### src/rtl/fproc_requester.sv
// Core-side initiator for the fproc request/response handshake: issues one id, waits for the responder, returns the data.
// Optional WAIT-state abort is enabled by defining FPROC_REQ_TIMEOUT_EN.
module fproc_requester #(
  parameter int DATA_WIDTH     = 32,
  parameter int FPROC_ID_WIDTH = 8,
  parameter int TIMEOUT_CYCLES = 1024
) (
  input  logic                      clk,
  input  logic                      reset,
  input  logic                      req_valid,
  input  logic [FPROC_ID_WIDTH-1:0] req_id,
  output logic                      req_ready,
  output logic [FPROC_ID_WIDTH-1:0] fproc_id,
  output logic                      fproc_enable,
  input  logic [DATA_WIDTH-1:0]     fproc_data,
  input  logic                      fproc_ready,
  output logic [DATA_WIDTH-1:0]     result_data,
  output logic                      result_valid,
  output logic                      result_timeout,
  output logic                      busy
);

  typedef enum logic [1:0] {
    ST_IDLE  = 2'd0,
    ST_ISSUE = 2'd1,
    ST_WAIT  = 2'd2
  } state_t;

  state_t                    state_r;
  logic                      req_ready_r;
  logic [FPROC_ID_WIDTH-1:0] fproc_id_r;
  logic                      fproc_enable_r;
  logic [DATA_WIDTH-1:0]     result_data_r;
  logic                      result_valid_r;
  logic                      result_timeout_r;
  logic                      busy_r;

`ifdef FPROC_REQ_TIMEOUT_EN
  localparam int CNT_W = (TIMEOUT_CYCLES > 2) ? $clog2(TIMEOUT_CYCLES) : 1;
  localparam logic [CNT_W-1:0] CNT_LAST = CNT_W'(TIMEOUT_CYCLES - 1);
  localparam logic [CNT_W-1:0] CNT_ONE  = CNT_W'(1);
  localparam logic [CNT_W-1:0] CNT_ZERO = CNT_W'(0);
  logic [CNT_W-1:0] wait_cnt_r;
`else
  // Without the abort path the limit has no effect; keep it referenced for configuration sanity.
  if (TIMEOUT_CYCLES >= 2) begin : g_timeout_cfg_ok
  end
`endif

  // Request FSM with all handshake outputs registered.
  always_ff @(posedge clk or negedge reset) begin
    if (!reset) begin
      state_r          <= ST_IDLE;
      req_ready_r      <= 1'b0;
      fproc_id_r       <= {FPROC_ID_WIDTH{1'b0}};
      fproc_enable_r   <= 1'b0;
      result_data_r    <= {DATA_WIDTH{1'b0}};
      result_valid_r   <= 1'b0;
      result_timeout_r <= 1'b0;
      busy_r           <= 1'b0;
`ifdef FPROC_REQ_TIMEOUT_EN
      wait_cnt_r       <= CNT_ZERO;
`endif
    end else begin
      fproc_enable_r   <= 1'b0;
      result_valid_r   <= 1'b0;
      result_timeout_r <= 1'b0;
      case (state_r)
        ST_IDLE: begin
          // req_ready is still low on the first cycle out of reset, so nothing is accepted then.
          if (req_valid && req_ready_r) begin
            fproc_id_r     <= req_id;
            fproc_enable_r <= 1'b1;
            req_ready_r    <= 1'b0;
            busy_r         <= 1'b1;
            state_r        <= ST_ISSUE;
          end else begin
            req_ready_r    <= 1'b1;
          end
        end
        ST_ISSUE: begin
          state_r    <= ST_WAIT;
`ifdef FPROC_REQ_TIMEOUT_EN
          wait_cnt_r <= CNT_ZERO;
`endif
        end
        ST_WAIT: begin
          if (fproc_ready) begin
            result_data_r  <= fproc_data;
            result_valid_r <= 1'b1;
            req_ready_r    <= 1'b1;
            busy_r         <= 1'b0;
            state_r        <= ST_IDLE;
`ifdef FPROC_REQ_TIMEOUT_EN
          end else if (wait_cnt_r == CNT_LAST) begin
            result_data_r    <= {DATA_WIDTH{1'b0}};
            result_valid_r   <= 1'b1;
            result_timeout_r <= 1'b1;
            req_ready_r      <= 1'b1;
            busy_r           <= 1'b0;
            state_r          <= ST_IDLE;
          end else begin
            wait_cnt_r <= wait_cnt_r + CNT_ONE;
`else
          end else begin
            state_r <= ST_WAIT;
`endif
          end
        end
        default: begin
          state_r     <= ST_IDLE;
          req_ready_r <= 1'b0;
          busy_r      <= 1'b0;
        end
      endcase
    end
  end

  assign req_ready      = req_ready_r;
  assign fproc_id       = fproc_id_r;
  assign fproc_enable   = fproc_enable_r;
  assign result_data    = result_data_r;
  assign result_valid   = result_valid_r;
  assign result_timeout = result_timeout_r;
  assign busy           = busy_r;

endmodule
### config.mk
export PLATFORM = sky130hd
export DESIGN_NAME = fproc_requester
export DESIGN_NICKNAME = d
export VERILOG_FILES = /design/src/rtl/fproc_requester.sv
export SDC_FILE = /design/constraint.sdc
export NUM_CORES = 1
export LEC_CHECK = 0
export CAP_MARGIN = 40
export CORE_MARGIN = 2
export CORE_UTILIZATION = 43
export CTS_BUF_LIST = sky130_fd_sc_hd__clkbuf_16
export DETAILED_ROUTE_END_ITERATION = 8
export GPL_TIMING_DRIVEN = 0
export PLACE_DENSITY_LB_ADDON = 0.12
export SLEW_MARGIN = 20
export SYNTH_ARGS = -nofsm -noshare
export SYNTH_HDL_FRONTEND = slang
export SYNTH_SLANG_ARGS = --single-unit
### constraint.sdc
create_clock -name clk -period 2.9 [get_ports clk]
set_clock_uncertainty 0.1 [all_clocks]
set_input_delay 0.58 -clock clk [delete_from_list [all_inputs] [get_ports clk]]
set_output_delay 0.58 -clock clk [all_outputs]
set_load 0.05 [all_outputs]
Yosys cells after proc, flatten, opt, wreduce, memory -nomap -nowiden:

Index checks and enable logic that the tools add are counted.

* output and inout bits: 45
* latch bits: 0
* bits in writable memories: 0
* memory bits (read-only): 0
* input bits: 44
* bits in registers: 46
* memories kept: 0
* logic and storage cells: 31

* multiplexer cells: 13
* add/subtract/negate cells: 0
* reductions and logical operators: 6
* $lt $le $gt $ge: 0
* multiply operators: 0
* bitwise logic cells: 1
* equality and inequality tests: 4
* divide/modulo/power cells: 0
* shift-type cells: 0

Operator list (number)
* 2-to-1 mux 1 bit: 8
* case mux 1 bit (3 select lines): 2
* case mux 2 bit (3 select lines): 1
* AND reduction 2 bit: 3
* 2-to-1 mux 2 bit: 2
* inequality test 2 bit (second input constant): 2
* AND reduction 3 bit: 1
* equality test 2 x 1 -> 1 bit (second input constant): 1
* equality test 2 bit (second input constant): 1
* logical NOT 2 bit: 1
* logical AND 1 bit: 1
* NOT 1 bit: 1

Depth between registers and ports, before layout:

* word-level depth: 3
* gate-level depth with buffers: 3

Least setup slack after synthesis:

OpenSTA, ideal clock, no wires.

* kind: flip-flop to flip-flop
* from: register req_ready_r, in the netlist req_ready
* to: register fproc_id_r[0], in the netlist fproc_id[0]
* setup slack: 1.271 ns
* arrival: 1.404 ns
* required time: 2.675 ns
* cell stages (with the launch flop): 4
* path through: dfrtp_1 > and4bb_4 > buf_6 > mux2_4

* longest elaborated chain between the ends: 2

RTL lines
* from (decl): line 30 `logic req_ready_r;`
* from (signal assigned): line 54 `req_ready_r <= 1'b0;`
* from (signal assigned): line 74 `req_ready_r <= 1'b0;`
* from (signal assigned): line 78 `req_ready_r <= 1'b1;`
* logical AND 1 bit: line 71 `if (req_valid && req_ready_r) begin`
* AND reduction 2 bit (no line)
* to (signal assigned): line 55 `fproc_id_r <= {FPROC_ID_WIDTH{1'b0}};`
* to (signal assigned): line 72 `fproc_id_r <= req_id;`
* to (decl): line 31 `logic [FPROC_ID_WIDTH-1:0] fproc_id_r;`

Every way passes these cells.
A chain may end at the register's enable or synchronous reset.

Final worst setup path:

* from: register req_ready_r, in the netlist req_ready
* to: output req_ready

RTL lines
* to (decl): line 12 `output logic req_ready,`

No word-level cell between the ends.

==> impl_summary.txt <==
----------------------------------------------------
[Status]
  Run status ... complete, no violations

[Floorplan]
  Effective utilization at floorplan ... 44.76%
  Die Outline Area ... 4696 um2
  Area of the core ... 4000 um2
  Floorplan row count ... 23
  Number of I/O pins ... 89
  Die Y ... around 70 um
  Die Wd ... 68.53 um

[Finish]
  Share of layout cells above drive strength 1 ... 28.64%
  Post-layout net count ... 242
  Antenna cells ... 0
  Final core area utilization ... 71.91%
  Relative area change from synthesis to final layout ... 60.66%
  Total non-filler cell area in the finished layout ... between 2000 and 3000 um2

[Placed design]
  Routability Congestion ... ~0.70
  Port-buffer cells ... 87
  Half-perimeter wire length of the detailed placement result ... 2890 um
  Area after DPL ... around 2700 um2

[Setup path]
  Worst path required time ... 2.22 ns
  Crit-path max cell delay ... 0.84 ns
  Critical Path Slowest Stage Cell ... clkdlybuf4s50_1
  Top Family by Delay on Critical Path ... buffers and inverters
  Crit Path Class ... reg -> out
  Kind of start point of the critical path ... register
  Highest net fanout along the worst path ... 5
  Count of buffer and inverter cells on the critical path ... 1
  Critical Path End Type ... primary output
  Data arrival, critical path ... roughly 1.5 ns
  Worst path cell trace ... clkdlybuf4s50_1

[Timing]
  Transition time of the tightest slew-check pin ... 0.5363 ns
  Final hold violation count ... 0
  Max Fclk ... between 400 and 500 MHz
  Period utilisation layout ... 76.07%
  Unrepaired setup endpoints after global routing ... no
  Worst rel slew slack ... 64.14%
  Final TNS setup ... 0 ns
  Final setup violation count ... 0
  Post-Route Hold Slack ... 0.1365 ns
  Minimum period implied by the final worst setup slack ... 2.206 ns
  Final Slew Violations ... 0

[Clock tree]
  Clock tree sinks ... 46
  Root buffer cell ... clkbuf_16
  Clock Path Buffers ... 2
  Hold-fix buffer count after cts ... 0
  Number of levels in the clock H-tree ... 2
  Reg clk slew, reported paths ... 0.06 ns
  Worst skew pair latency ... 0.27 ns
  CTS tree ... done
  Inserted Clock Buffers ... 5
  Post-CTS Setup Bufs ... 0
  Post-cts gate resize count ... 0

[Drt]
  Iteration count of the initial detailed-routing pass ... 2
  DRC marker count from the first detailed-route iteration ... 13
  Vias post-DR ... about 1.2k
  DRT Wirelength ... ~3800 um
  Antenna Nets Post-Route ... 0
  Wire length per cell ... 15.13 um
  Average vias per placed instance ... 4.715
  Number of design rule violations left after detail routing ... 0

[Logic synthesis]
  Flops & latches, synth ... 46
  Post-synthesis area per instance ... ~17 um2
  Total nets after synthesis ... around 150
  Count of distinct cell types in the synthesized netlist ... 16
  Count of synthesis-stage warnings from yosys ... 0
  Post-Syn Area ... 1790 um2
  Share of the yosys chip area belonging to registers ... 64.29%
  Post-synthesis instance total ... between 100 and 150

[Global route]
  Overall global routing resource usage ... 16.54%
  Initial antenna violation count ... 0
  Via count of the first global-routing pass ... between 1k and 1.5k
  Total gr overflow ... 0
  Pin count of the biggest net entering global routing ... 29
  Global-route wire length before repair ... 5589 um

[Min path]
  Worst min path class ... in -> async

[Job]
  Number of maximum-capacitance violations ... 0

----------------------------------------------------
through the flow:
stage / cells / setup slack, ns
floorplan: 103 / 1.271
finish: 249 / 0.6941
global route: 249 / 0.6502
global placement: 240 / 0.02438
detailed placement: 241 / 0.8741
CTS: 249 / 0.6938
cell families (layout without fill, tap and decap cells):
| logic type | after synthesis | in the layout | synth area share (%) |
|---|---|---|---|
| AOI/OAI and AO/OA | 3 | 3 | 1.468 |
| buffers and inverters | 7 | 103 | 3.354 |
| other | 1 | 1 | 0.2094 |
| muxes | 41 | 41 | 27.25 |
| and+or+nand+nor | 5 | 5 | 3.424 |
| DFF | 46 | 46 | 64.29 |
final timing paths:
kind | startpoint | end | slack [ns] | cells past startpoint
max in group asynchronous | reset | state_r[0] | 2.07 | 2
setup / recovery | req_ready | req_ready | 0.69 | 1
hold / removal | reset | result_data[29] | 0.14 | 1
hold reg to reg | result_data[31] | result_data[31] | 0.39 | 1
setup reg to reg | state_r[1] | fproc_id[6] | 1.41 | 3
min in group clk | result_data[31] | result_data[31] | 0.39 | 1
registers in the layout, indices dropped and copies added, names as in the netlist:
name          count
result_data      32
fproc_enable      1
req_ready         1
fproc_id          8
busy              1
result_valid      1
state_r           2
Yosys cell counts:
library cell,n,area [um2]
mux2_4,7,105.1
nor2_1,1,3.750
buf_4,1,7.510
and4bb_2,1,12.51
buf_6,4,45.04
mux2_2,32,360.4
o21bai_1,1,7.510
a211o_2,1,10.01
dfrtp_1,46,1151
and4bb_4,1,16.27
and2b_2,1,8.760
a221oi_1,1,8.760
inv_1,2,7.510
mux2_1,2,22.52
nand3b_4,1,20.02
conb_1,1,3.750
cell usage in the layout, fill, tap and decap left out:
| master | n |
|---|---|
| mux2_2 | 32 |
| a211o_2 | 1 |
| buf_12 | 1 |
| buf_2 | 1 |
| inv_1 | 3 |
| nand3b_4 | 1 |
| clkbuf_16 | 5 |
| clkdlybuf4s50_1 | 86 |
| o21bai_1 | 1 |
| and4bb_2 | 1 |
| a221oi_1 | 1 |
| mux2_1 | 2 |
| clkinv_2 | 1 |
| nor2_1 | 1 |
| and2b_2 | 1 |
| conb_1 | 1 |
| buf_6 | 4 |
| and4bb_4 | 1 |
| mux2_4 | 7 |
| dfrtp_1 | 46 |
| clkinv_1 | 1 |
| buf_4 | 1 |
area by class of cell:
type	instances	area, um2
buffer	5	52.55
clock buffer	5	125.1
clock inverter	3	12.51
fill	245	1124
inverter	2	7.507
multi-input combinational	50	579.3
sequential	46	1151
tap	50	62.56
timing repair buffer	88	885.9
metal layers:
metal / GRT usage, % / routed length, um / vias up / part of all wire, %
met5: 0 / 0 / - / 0
met4: 5.250 / 35 / 0 / 0.93
met3: 5.195 / 312 / 4 / 8.3
met2: 31.25 / 2016 / 51 / 54
met1: 17.19 / 1404 / 574 / 37
li1: - / - / 545 / -
Power is left out: the tool's default activity adds up to more than one toggle a clock period on the data nets, which glitch-free logic cannot reach.
==> variant 1 (same flow settings) <==
The parameter `FPROC_ID_WIDTH` goes from 8 to 12.
--- a/src/rtl/fproc_requester.sv
+++ b/src/rtl/fproc_requester.sv
@@ -4,3 +4,3 @@
   parameter int DATA_WIDTH     = 32,
-  parameter int FPROC_ID_WIDTH = 8,
+  parameter int FPROC_ID_WIDTH = 12,
   parameter int TIMEOUT_CYCLES = 1024
Interface: changed (resized fproc_id and req_id); port bits go from 89 to 97. No check against the original RTL was run, so the function may have changed too.
==> variant 1 against the original RTL <==
  * Synthesized cell count increased by 8.7%
  * Setup slack gained 0.0060 ns
  * Synthesized area is 6.2% higher
  * Wire length grew 12%
  * Core utilization grew 0.35 points
  * Count of clock-buffer cells in the layout is the same
  * Sequential cell count increased by 4
  * Die area is 5.8% higher
  * Cell area increased by 7.9%
  * Critical path type unchanged
  * Highest routed layer unchanged
Power is not shown: default switching activity piles up to over one toggle a cycle in this logic, so the estimate is an artifact.
==> variant 1: results (changes against the original RTL) <==
stage	metric	value	unit	change
status	status	finished clean		
finish	layout cell share with drive strength beyond 1	0.296		+0.00986
placed_design	post-DP HPWL	3.18	mm	+10%
grt	first-pass GRT wire length	6.91	mm	+24%
grt	vias in the first global route	1383		+10%
synthesis	Synth area leaders	dfrtp_1, mux2_2, buf_4		
setup_path	cell family with most CP delay	buffers and inverters		
cts	Worst-Skew Late Latency	0.28	ns	
placed_design	dpl cell area	2930	µm²	+7.1%
finish	Nets	263		+8.7%
synthesis	Syn Inst Count	112		+8.7%
synthesis	asr flop ratio synth	1.00		unchanged
finish	FILL cells	286		+17%
setup_path	WP data arrival	1.52	ns	
synthesis	syn nets	160		+8.8%
grt	antenna violations before repair	0		unchanged
cts	TritonCTS buffer count	5		unchanged
route	DR vias	1303		+11%
route	antenna-violating nets left	0		unchanged
route	DR vias/cell	4.86		+3.1%
placed_design	port buffer count	95		+9.2%
setup_path	critical path's slowest cell	clkdlybuf4s50_1		
cts	H-tree Lvls	2		unchanged
cts	root buf cell	clkbuf_16		
synthesis	Main synth FF type	dfrtp_1		
setup_path	max incr delay on CP	0.83	ns	
finish	ant diodes	0		unchanged
synthesis	YS warnings	0		unchanged
cts	Resized cells post-CTS	0		unchanged
timing	Slew HR	0.651		+0.00990
placed_design	pre-CTS WS	0.692	ns	-0.182 ns
route	wire length after detailed routing	4.22	mm	+12%
cts	clock tree buffer depth	2		unchanged
grt	pin count of the biggest net entering global routing	36		+24%
placed_design	Final GP Congestion	0.763		+9.4%
worst_hold_path	Hold Crit Class	in -> async		
grt	Global Route Usage Sum	0.184		+0.0188
route	DR pass1 iterations	4		+2
finish	max reg flops	32		unchanged
cts	clock transition at the registers of the reported paths	0.07	ns	
timing	final hold vios	0		unchanged
cts	Setup Fix Bufs, Post-CTS	0		unchanged
synthesis	top cells by count, synth	dfrtp_1, mux2_2, buf_4		
synthesis	Synth cell types	15		-1
setup_path	CP max FO	5		unchanged
route	DRT iter0 DRCs	58		+45
synthesis	Seq/Total Area, Yosys	0.658		+0.0150
variant 1: kinds of logic (layout without fill, tap and decap cells):
group / count (synthesis) / after routing / share of synthesized area
mux: 45 / 45 / 0.266
simple gates: 5 / 5 / 0.0243
compound gates: 3 / 3 / 0.0132
buf+inv: 8 / 112 / 0.0362
flops: 50 / 50 / 0.658
other cells: 1 / 1 / 0.00197
variant 1: layout make-up:
class	instances	area, µm²	area share
flip-flops and latches	50	1250	0.403
repair buffers	96	966	0.311
multi-input cells	54	582	0.187
clock buffers	5	125	0.0403
well taps	52	65.1	0.0210
plain buffers	6	61.3	0.0198
clock inverters	3	45.0	0.0145
inverters	2	7.51	0.00242
variant 1: worst paths after layout:
check                                 from               to  slack, ns  cells past startpoint
setup / recovery                 req_ready        req_ready       0.70                      1
hold / removal                       reset   result_data[0]       0.11                      1
setup reg to reg                state_r[1]      fproc_id[9]       1.22                      4
hold reg to reg            result_data[24]  result_data[24]       0.40                      1
max in group asynchronous            reset       state_r[1]       2.08                      2
min in group clk           result_data[24]  result_data[24]       0.40                      1
variant 1: layer usage:
layer	routed length, µm	GRT usage	vias to the layer above
met4	170	0.100	0
met5	0	0	-
met3	330	0.0649	17
met2	2180	0.317	63
met1	1540	0.198	630
li1	-	-	593
variant 1: metrics by stage:
step | hold WS (ns) | util
detailed placement | 0.392 | 0.683
finish | 0.106 | 0.723
floorplan | 0.184 | -
global placement | 0.386 | 0.679
CTS | 0.114 | 0.723
global route | 0.124 | 0.723
==> variant 2 (config.mk and constraints unchanged) <==
Without the edit above. Encoding of `state_t`: now one-hot (3 bits for 3 states).
--- a/src/rtl/fproc_requester.sv
+++ b/src/rtl/fproc_requester.sv
@@ -22,6 +22,6 @@
 
-  typedef enum logic [1:0] {
-    ST_IDLE  = 2'd0,
-    ST_ISSUE = 2'd1,
-    ST_WAIT  = 2'd2
+  typedef enum logic [2:0] {
+    ST_IDLE  = 3'b001,
+    ST_ISSUE = 3'b010,
+    ST_WAIT  = 3'b100
   } state_t;
Behaviour: no difference found for any inputs over 10 cycles, from zero or initial values and one cycle with reset low; not proved beyond that.
==> variant 2 against the original RTL <==
  * Synthesized area is 2.5% higher
  * Setup slack improved by 0.033 ns
  * Sequential cell count grew 1
  * Wire length is 4.7% higher
  * Global-route usage increased by 1.8 points
  * Cell area increased by 1.7%
  * Synthesized cell count increased by 11%
  * Highest routed layer unchanged
==> variant 2: results (changes against the original RTL) <==
stage	metric	value	unit	change
placed_design	post-DP HPWL	2.96	mm	+2.6%
synthesis	Synth area leaders	dfrtp_1, mux2_2, buf_6		
timing	max frequency	460	MHz	+1.5%
grt	Global Route Usage Sum	0.183		+0.0180
setup_path	WP data arrival	1.49	ns	-0.04 ns
route	metal3 WL	361	µm	+16%
finish	FILL cells	262		+6.9%
finish	layout cell share with drive strength beyond 1	0.273		-0.0137
setup_path	R2R Path End	fproc_id[0]		
setup_path	max incr delay on CP	0.82	ns	-0.02 ns
synthesis	compound-cell area share of the yosys netlist	0.0348		+0.0201
setup_path	R2R Setup Slk	1.03	ns	-0.38 ns
grt	M3 GR Usage	0.0785		+0.0265
synthesis	top cells by count, synth	dfrtp_1, mux2_2, buf_6		
route	DR pass1 iterations	3		+1
status	status	finished clean		
synthesis	Syn Inst Count	114		+11%
setup_path	Reg-to-Reg Start	state_r[0]		
placed_design	Final GP Congestion	0.747		+7.1%
route	wire length after detailed routing	3.95	mm	+4.7%
grt	met2 Use GR	0.287		-0.0251
grt	vias in the first global route	1359		+8.3%
route	DR vias/cell	4.90		+3.8%
synthesis	Synth cell types	23		+7
placed_design	pre-CTS WS	0.541	ns	-0.333 ns
route	metal2 WL	1.90	mm	-6.0%
==> variant 2: cell types whose count changed after synthesis, moves of 2 or more <==
cell | before | now
mux2_2 | 32 | 40
mux2_4 | 7 | 0
a21oi_1 | 0 | 2
mux2_1 | 2 | 0
nor3b_1 | 0 | 2
o32ai_1 | 0 | 2
==> variant 2: power groups by stage <==
stage	Combinational, mW	Sequential (mW)	Clock [mW]
finish	2.00	1.09	0.525
global route	2.08	1.13	0.575
floorplan	0.366	2.03	0
detailed placement	2.01	1.10	0
CTS	2.01	1.09	0.544
global placement	1.97	1.08	0
==> variant 2: cell type report <==
cell class	instances	area (µm²)	share of cell area
repair buffers	88	893	0.305
well taps	50	62.6	0.0214
inverters	2	7.51	0.00257
clock inverters	2	8.76	0.00299
multi-input cells	59	597	0.204
flip-flops and latches	47	1180	0.402
clock buffers	5	125	0.0428
plain buffers	6	53.8	0.0184
